**config.mk**
```make
export PLATFORM = sky130hd
export DESIGN_NAME = bpuf_response_reader
export DESIGN_NICKNAME = d
export VERILOG_FILES = /design/src/rtl/bpuf_response_reader.sv
export SDC_FILE = /design/constraint.sdc
export NUM_CORES = 1
export LEC_CHECK = 0
export BUFFER_PORTS_ARGS = -buffer_cell sky130_fd_sc_hd__buf_2
export CAP_MARGIN = 20
export CORE_MARGIN = 10
export CORE_UTILIZATION = 45
export DETAILED_ROUTE_END_ITERATION = 10
export PLACE_DENSITY_LB_ADDON = 0.15
export SYNTH_ARGS = -nofsm -noshare
export SYNTH_HDL_FRONTEND = slang
export SYNTH_SLANG_ARGS = --single-unit
```
**constraint.sdc**
```tcl
create_clock -name clk -period 4.6 [get_ports clk]
set_clock_uncertainty 0.2 [all_clocks]
set_input_delay 0.46 -clock clk [delete_from_list [all_inputs] [get_ports clk]]
set_output_delay 0.46 -clock clk [all_outputs]
set_load 0.05 [all_outputs]
```
**src/rtl/bpuf_response_reader.sv**
```systemverilog
// Evaluation controller for a bistable-ring PUF array: excite, settle, sample, majority vote.
// Optional per-cell disagreement mask enabled with `define BPUF_STABILITY_EN.
module bpuf_response_reader #(
    parameter int N_CELLS       = 8,
    parameter int EXCITE_CYCLES = 4,
    parameter int SETTLE_CYCLES = 16,
    parameter int N_EVAL        = 5
) (
    input  logic               clk,
    input  logic               rst,
    input  logic               start,
    input  logic [N_CELLS-1:0] puf_q,
    output logic               excite,
    output logic               busy,
    output logic               valid,
    output logic [N_CELLS-1:0] response,
    output logic [N_CELLS-1:0] unstable
);

    localparam int TMAX = (EXCITE_CYCLES > SETTLE_CYCLES) ? EXCITE_CYCLES : SETTLE_CYCLES;
    localparam int TW   = $clog2(TMAX + 1);
    localparam int VW   = $clog2(N_EVAL + 1);

    localparam logic [TW-1:0] E_LAST = TW'(EXCITE_CYCLES - 1);
    localparam logic [TW-1:0] S_LAST = TW'(SETTLE_CYCLES - 1);
    localparam logic [VW-1:0] HALF   = VW'(N_EVAL / 2);
    localparam logic [VW-1:0] LAST   = VW'(N_EVAL - 1);

    if ((N_EVAL < 1) || (N_EVAL % 2 == 0)) begin : g_bad_neval
        $error("bpuf_response_reader: N_EVAL must be odd and >= 1");
    end
    if (SETTLE_CYCLES < 2) begin : g_bad_settle
        $error("bpuf_response_reader: SETTLE_CYCLES must be >= 2");
    end
    if (EXCITE_CYCLES < 1) begin : g_bad_excite
        $error("bpuf_response_reader: EXCITE_CYCLES must be >= 1");
    end

    typedef enum logic [2:0] {
        IDLE,
        EXCITE,
        SETTLE,
        SAMPLE,
        DONE
    } state_t;

    state_t             state, state_nx;
    logic [TW-1:0]      timer;
    logic [VW-1:0]      eval_cnt;
    logic [VW-1:0]      vote    [N_CELLS];
    logic [VW-1:0]      vote_nx [N_CELLS];
    logic [N_CELLS-1:0] majority;
    logic [N_CELLS-1:0] sync1, sync_q;

    always_ff @(posedge clk or posedge rst) begin
        if (rst) begin
            sync1  <= '0;
            sync_q <= '0;
        end else begin
            sync1  <= puf_q;
            sync_q <= sync1;
        end
    end

    always_ff @(posedge clk or posedge rst) begin
        if (rst) state <= IDLE;
        else     state <= state_nx;
    end

    always_comb begin
        state_nx = state;
        unique case (state)
            IDLE:    if (start) state_nx = EXCITE;
            EXCITE:  if (timer == E_LAST) state_nx = SETTLE;
            SETTLE:  if (timer == S_LAST) state_nx = SAMPLE;
            SAMPLE:  state_nx = (eval_cnt == LAST) ? DONE : EXCITE;
            DONE:    state_nx = IDLE;
            default: state_nx = IDLE;
        endcase
    end

    always_comb begin
        for (int unsigned i = 0; i < N_CELLS; i++) begin
            vote_nx[i]  = vote[i] + VW'(sync_q[i]);
            majority[i] = (vote_nx[i] > HALF);
        end
    end

    // Outputs are registered from the next state so they line up with the state itself;
    // the response is latched on the final SAMPLE edge so it is already valid during DONE.
    always_ff @(posedge clk or posedge rst) begin
        if (rst) begin
            timer    <= '0;
            eval_cnt <= '0;
            excite   <= 1'b0;
            busy     <= 1'b0;
            valid    <= 1'b0;
            response <= '0;
            for (int unsigned i = 0; i < N_CELLS; i++) vote[i] <= '0;
        end else begin
            excite <= (state_nx == EXCITE);
            busy   <= (state_nx != IDLE);
            valid  <= (state_nx == DONE);
            if ((state_nx == state) && ((state == EXCITE) || (state == SETTLE)))
                timer <= timer + TW'(1);
            else
                timer <= '0;
            case (state)
                IDLE: begin
                    if (start) begin
                        eval_cnt <= '0;
                        for (int unsigned i = 0; i < N_CELLS; i++) vote[i] <= '0;
                    end
                end
                SAMPLE: begin
                    eval_cnt <= eval_cnt + VW'(1);
                    for (int unsigned i = 0; i < N_CELLS; i++) vote[i] <= vote_nx[i];
                    if (eval_cnt == LAST) response <= majority;
                end
                default: ;
            endcase
        end
    end

`ifdef BPUF_STABILITY_EN
    logic [N_CELLS-1:0] first_q, differ, differ_nx;

    assign differ_nx = (eval_cnt == '0) ? '0 : (differ | (sync_q ^ first_q));

    always_ff @(posedge clk or posedge rst) begin
        if (rst) begin
            first_q  <= '0;
            differ   <= '0;
            unstable <= '0;
        end else if ((state == IDLE) && start) begin
            differ <= '0;
        end else if (state == SAMPLE) begin
            if (eval_cnt == '0) first_q <= sync_q;
            differ <= differ_nx;
            if (eval_cnt == LAST) unstable <= differ_nx;
        end
    end
`else
    assign unstable = '0;
`endif

endmodule

```
## Yosys cells after proc, flatten, opt, wreduce, memory -nomap -nowiden

Index checks and enable logic that the tools add are counted.
W data, S select, Z words.

- Bits in registers: 62
- Latch bits: 0
- RAM bits: 0
- ROM bits: 0
- Bits of input ports: 11
- Output and inout bits: 19
- Word-level logic and storage cells: 62
- Memories kept: 0

- $add $sub $neg: 10
- Multiply operators: 0
- Divide/modulo/power cells: 0
- Magnitude comparators: 8
- Equal/unequal tests: 10
- Shift operators: 0
- Mux-type cells: 10
- Bitwise operators: 0
- Reductions and logical operators: 7

Operator list:

| operator | number |
|---|---|
| $pmux W24 S2 | 1 |
| $add A3 B1 Y3 | 8 |
| $gt A3 B2 Y1 const B | 8 |
| $mux W24 | 1 |
| $mux W3 | 5 |
| $pmux W3 S4 | 1 |
| $eq A3 B1 Y1 const B | 2 |
| $eq A3 B2 Y1 const B | 2 |
| $eq A3 B3 Y1 const B | 2 |
| $pmux W3 S2 | 1 |
| $add A5 B1 Y5 const B | 1 |
| $eq A5 B2 Y1 const B | 1 |
| $eq A5 B4 Y1 const B | 1 |
| $mux W5 | 1 |
| $reduce_and A2 Y1 | 2 |
| $add A3 B1 Y3 const B | 1 |
| $eq A3 B3 Y1 | 1 |
| $logic_not A3 Y1 | 1 |
| $reduce_bool A3 Y1 | 1 |
| $ne A2 B2 Y1 const B | 1 |
| $reduce_bool A2 Y1 | 1 |
| $logic_and A1 B1 Y1 | 1 |
| $logic_or A1 B1 Y1 | 1 |

## Logic depth before layout (Yosys ltp)

Gate-level depths: netlist of run 1.

- Depth after elaboration: 6
- Depth in mapped cells: 6
- Mapped depth without buffers: 6

## Least setup slack after synthesis of run 1

Ideal clock, no wire load.

- Path kind: flip-flop to flip-flop
- Start: register state[1]
- End: register vote[11] in the netlist's numbering
- Library setup time: 0.119 ns
- Arrival time: 1.613 ns
- Data required time: 4.281 ns
- Setup slack: 2.669 ns
- Cell stages (with the launch flop): 7
- Path buffers: 3
- Period minus slack after synthesis: 1.931 ns
- Cell sequence: dfrtp_1 -> buf_6 -> or4b_4 -> and2_4 -> buf_6 -> buf_6 -> a21bo_1

- Longest elaborated chain between the ends: 3
- Elaborated cells on any way between the ends: 6
- Those cells by class: eq/ne (2); mux (1); reduce/logical (3)

RTL lines:

| what | line | text |
|---|---|---|
| start: declaration | 47 | `state_t state, state_nx;` |
| start signal: assignment | 67 | `else state <= state_nx;` |
| $eq A3 B2 Y1 / $logic_not A3 Y1 (equally long branches) | 108 | `case (state)` |
| $reduce_bool A2 Y1 (no source line) / $ne A2 B2 Y1 (equally long branches) | - |  |
| $reduce_and A2 Y1 (no source line) | - |  |
| end: declaration | 50 | `logic [VW-1:0] vote [N_CELLS];` |

Parallel ways exist; a longest one is shown, timed or not.
A chain may end at the register's enable or synchronous reset.

## Final worst setup path of run 1

- Start: register state[2]
- End: register response[5]

- Longest elaborated chain between the ends: 2

RTL lines:

| what | line | text |
|---|---|---|
| $eq A3 B2 Y1 | 108 |  |
| $reduce_and A2 Y1 (no source line) | - |  |
| end signal: assignment | 118 | `if (eval_cnt == LAST) response <= majority;` |
| end: declaration | 16 | `output logic [N_CELLS-1:0] response,` |

No other way between the ends.

==> impl_metrics.toml, run 1 <==
[worst_setup_path]
crit_family = "simple AND/OR/NAND/NOR gates"
cp_slowest_cell = "nor2_2"
rrSetupSlack_ns = 2.55
r2r_start = "state[2]$_DFF_PP0_"
cp_cell_sequence = "nand3b_1 -> nor2_2 -> mux2_2"
endpoint_kind = "flip-flop"
start_kind = "flip-flop"
path_class = "reg -> reg"
critPathRequiredTime_ns = 4.62
critical_path_arrival_ns = 2.07
slowest_delay_ns = 0.54
crit_buf_inv = 0
timing.rr.end = "response[5]$_DFFE_PP0N_"
reg2regPathDepth = 3
worst-path-max-fanout = 9

[yosys]
yosys.area.top_type = "dfrtp_1"
synth-compound-area-share_pct = 13.8
synth_area_leaders = "dfrtp_1 (57%), ha_1 (9.2%), a22o_1 (5.5%)"
synthAdderAreaFrac_pct = 9.24
ys_types = 36
yosysSeqAreaShare_pct = 57.3
synth_top_area_share_pct = 57.3
synthSimpleGateAreaFrac_pct = 10.4
synth_top_family_by_area = "compound AO/OA/AOI/OAI gates"
async_flop_share_pct = 100
synth_common_cells = "dfrtp_1 (62), ha_1 (20), a22o_1 (17)"
synthFlopType = "dfrtp_1"
synthMuxAreaShare_pct = 3.33
syn_area_um2 = 2710
yosysWarnings = 0
syn_avg_cell_area_um2 = 13.1
ys_ff_latch = 62
synth_xor_area_share_pct = 0.647
yosysMostFrequentCell = "dfrtp_1"
netlist_instances = 207
synth_edf_count = 0

[grt]
grt_pass1_wl_um = 7500
grt_usage_pct = 9.58
grt.overflow.total = 0
grt_start_max_net_pins = 63
grt_antenna_before_repair = 0
first_global_vias = 1658

[clock_network]
cts_tree = "done"
cts_hold_buffers = 0
clockRootBuffer = "clkbuf_8"
cts_made_buffers = 9
clk_path_buf_depth = 2
h-tree-depth = 3
cts_resized = 0
cts.clk_slew.worst_paths_ns = 0.06
numClockSinks = 62
post_cts_buffers = 0
worst_skew_pair.late_latency_ns = 0.34

[timing]
tightest_slew_ns = 0.922
worst_slack_ns = 2.55
relSlewSlack_pct = 38.5
fmax_mhz = 487
slew_violations = 0
hold_viol_final = 0
rsz0062_at_grt = "no"
fin_crit_sh_pct = 44.6
finalSetupTns_ns = 0
fin_hold_ws_ns = 0.0297
period_minus_slack_ns = 2.05
finalSetupViolations = 0

[placed_design]
dp_cells = 295
place.gp.congestion = 0.714
dp_hpwl_um = 2680
postPlaceCellArea_um2 = 2820
io_buffer_count = 21
pre_cts_ws_ns = 2.55

[floorplan]
core-area_um2 = 5890
rows = 28
fp.dieW_um = 97.6
start_util_pct = 46.0
die_h_um = 97.6
die-area_um2 = 9520
pin_count = 30

[hold_path]
min-delay-start = "puf_q[0]"
whs_path_depth = 1
holdCritPathClass = "in -> reg"
whs_endpoint = "sync1[0]$_DFF_PP0_"

[final_layout]
layout-drive-gt1-share_pct = 23.3
fin_nets = 262
final_util_pct = 51.1
diodes = 0
area_delta_synth_final_pct = 10.9
final-instance-count-excl-fill = 311
postLayoutCellArea_um2 = 3010

[routing]
route.detailed.drc = 0
via_per_inst = 5.04
drt_wl_total_um = 4230
drt_iter0_markers = 85
detail-route-antenna-nets = 0
vias = 1568
first_pass_iters = 4
post_drt_wl_per_cell_um = 13.6

[pwr]
power_switching_share_pct = 23.4
p_seq_share_pct = 53.1
p_int_mw = 0.824
pwr-share-comb_pct = 6.3
total_power_mw = 1.08
p_leak_nw = 1.48
irDropWorstVdd_mv = 0.205
clockPowerShare_pct = 40.6
power_switching_mw = 0.252
power.density_nw_per_um2 = 358

[run]
maxCapViolations = 0

[outcome]
status = "finished, final reports clean"
[cells in the final DEF (no fill, tap or decap), types with 8 or more instances in the layout]
master / count
buf_2: 21
a211o_1: 9
dfrtp_1: 62
ha_1: 20
o21ai_0: 9
nor2b_1: 16
clkbuf_8: 12
conb_1: 8
a22o_1: 17
nor2_1: 8
mux2_2: 8
[kinds of logic after synthesis]
kind of cell    after synthesis
xor+xnor                      2
buf+inv                      21
compound gates               47
other cells                   1
fa+ha+maj                    20
mux                           8
simple gates                 46
flops                        62
[final cells by class]
| cell class | instances | area [µm²] |
|---|---|---|
| fill | 523 | 2880 |
| timing repair buffer | 22 | 113 |
| clock inverter | 4 | 20.0 |
| multi-input combinational | 131 | 1040 |
| inverter | 5 | 18.8 |
| tap | 75 | 93.8 |
| sequential | 62 | 1550 |
| clock buffer | 12 | 165 |
[power groups by stage]
stage / logic [mW] / registers, mW / clock network, mW
after floorplan: 0.0594 / 0.579 / 0
after global placement: 0.0680 / 0.581 / 0
after detailed placement: 0.0687 / 0.581 / 0
after CTS: 0.0695 / 0.571 / 0.453
after global routing: 0.0782 / 0.573 / 0.475
final: 0.0678 / 0.571 / 0.437
[metal layers]
layer / track usage (%) / share of wire (%)
met5: 0 / 0
met4: 6.38 / 2.6
met3: 3.06 / 3.9
met2: 13.7 / 44
met1: 12.0 / 50
[worst max path at each step]
stage	slack, ns	end	start	cells after the start
finish	2.55	response[5]$_DFFE_PP0N_	state[2]$_DFF_PP0_	3
global route	2.37	vote[5]$_DFFE_PP0P_	state[0]$_DFF_PP0_	3
CTS	2.54	response[5]$_DFFE_PP0N_	state[0]$_DFF_PP0_	3
detailed placement	2.55	response[5]$_DFFE_PP0N_	state[0]$_DFF_PP0_	3
global placement	2.57	response[3]$_DFFE_PP0N_	state[2]$_DFF_PP0_	3
floorplan	2.40	busy$_DFF_PP0_	rst	1
[sequential cells by signal, indices dropped and copies added (netlist names)]
signal and count:
sync1 8, vote 24, state 3, timer 5, busy 1, excite 1
eval_cnt 3, valid 1, response 8, sync_q 8
Power figures use the tool's default switching activity.
==> inputs of run 2 (changes only) <==
Clock period 4.6 ns to 2 ns, I/O delays scaled along.
==> impl_metrics.toml, run 2 (synthesized netlist as in run 1, its figures left out) <==
[grt]
grt.overflow.total = 0
grt_start_max_net_pins = 28
grt_antenna_before_repair = 0
grt_usage_pct = 10.0
grt_pass1_wl_um = 7760
first_global_vias = 1682

[pwr]
irDropWorstVdd_mv = 0.432
power.density_nw_per_um2 = 766
p_leak_nw = 1.55

[final_layout]
multi_input_area_um2 = 1060
final-instance-count-excl-fill = 330
final_common_cell = "dfrtp_1"
area_delta_synth_final_pct = 18.1
fillers = 494
largest_reg_flops = 24
regArea_um2 = 1550
layout_common_cells = "dfrtp_1 (62), buf_2 (21), ha_1 (19)"
diodes = 0
regMostFlops = "vote"
fin_nets = 281
layout-drive-gt1-share_pct = 26.7

[clock_network]
cts.clk_slew.worst_paths_ns = 0.07
cts_made_buffers = 9
worst_skew_pair.late_latency_ns = 0.34
clk_path_buf_depth = 2
h-tree-depth = 3
cts_tree = "done"
clockRootBuffer = "clkbuf_8"
numClockSinks = 62

[run]
maxCapViolations = 0

[floorplan]
pin_count = 30
die-area_um2 = 9520
start_util_pct = 46.0
fp.dieW_um = 97.6
die_h_um = 97.6
core-area_um2 = 5890
rows = 28

[placed_design]
dp_cells = 301
io_buffer_count = 21
place.gp.congestion = 0.688
dp_hpwl_um = 3020

[worst_setup_path]
endpoint_kind = "flip-flop"
path_class = "reg -> reg"
start_kind = "flip-flop"
worst-path-max-fanout = 3
critical_path_arrival_ns = 1.99
critPathRequiredTime_ns = 2.07

[timing]
fin_crit_sh_pct = 96.2
slew_violations = 0
rsz0062_at_grt = "no"
hold_viol_final = 0
fmax_mhz = 520
finalSetupTns_ns = 0
period_minus_slack_ns = 1.92
finalSetupViolations = 0

[routing]
route.detailed.drc = 0
drt_iter0_markers = 43
post_drt_wl_per_cell_um = 14.1
detail-route-antenna-nets = 0
vias = 1667
drt_wl_total_um = 4640
via_per_inst = 5.05
first_pass_iters = 4

[hold_path]
holdCritPathClass = "reg -> reg"

[outcome]
status = "finished, final reports clean"
run 2: changes by cell type in the layout (fill, tap and decap cells not counted), moves of 2 or more:
| cell | delta |
|---|---|
| dlygate4sd3_1 | +10 |
| buf_4 | +6 |
| clkinvlp_4 | +3 |
| buf_12 | +2 |
| clkbuf_8 | -2 |
run 2: layer usage:
metal	vias up	GRT usage, %	part of all wire (%)
met5	-	0	0
met4	0	4.36	1.4
met3	8	5.48	5.7
met2	28	14.8	45
met1	815	11.7	47
li1	816	-	-
run 2: worst max-delay path, cell delays in order (launching register included):
cell     delay, ns
dfrtp_1       0.37
ha_2          0.20
or4b_4        0.47
or3b_2        0.49
a21oi_2       0.13
run 2: stage by stage:
| step | setup WS (ns) | power, mW | utilization, % | hold slack [ns] | cell area [µm²] |
|---|---|---|---|---|---|
| 3_5_place_dp | 0.00769 | 1.50 | 49.1 | 0.0417 | 2890 |
| 4_1_cts | 0.0304 | 2.50 | 53.8 | 0.151 | 3170 |
| 6_report | 0.0769 | 2.45 | 54.4 | 0.148 | 3200 |
| 2_1_floorplan | 0.0586 | 1.47 | - | 0.0314 | 2740 |
| 5_1_grt | 0.0217 | 2.57 | 54.4 | 0.159 | 3200 |
| 3_3_place_gp | 0.0434 | 1.50 | 49.1 | 0.0374 | 2890 |
run 2: where the power goes:
| group | leakage, nW | switching, mW | internal, mW | total, mW |
|---|---|---|---|---|
| clock | 0.0841 | 0.482 | 0.475 | 0.957 |
| combinational | 0.730 | 0.102 | 0.0763 | 0.178 |
| sequential | 0.731 | 0.0191 | 1.29 | 1.31 |
run 2: what timing repair did:
action,CTS,global route
endpoints found under the setup margin,2,2
endpoints found under the hold margin,26,0
cloned,0,1
hold buffers,10,0
setup buffers,0,2
gates resized for setup,1,3
pin swaps,0,2
run 2: path summary, 6_finish.rpt:
check / start / end / cells past startpoint / slack (ns)
max reg2reg: timer[0]$_DFF_PP0_ / state[1]$_DFF_PP0_ / 4 / 0.08
max: timer[0]$_DFF_PP0_ / state[1]$_DFF_PP0_ / 4 / 0.08
min reg2reg: sync1[2]$_DFF_PP0_ / sync_q[2]$_DFF_PP0_ / 0 / 0.15
min in group asynchronous: rst / sync_q[3]$_DFF_PP0_ / 3 / 0.22
max in group asynchronous: rst / vote[15]$_DFFE_PP0P_ / 4 / 0.89
min: sync1[2]$_DFF_PP0_ / sync_q[2]$_DFF_PP0_ / 0 / 0.15
run 2: final cells by class:
cell class	instances	area share, %
repair buffers	40	9.31
flip-flops and latches	62	48.5
inverters	5	0.587
clock inverters	6	1.17
well taps	75	2.93
clock buffers	10	4.30
multi-input cells	132	33.2
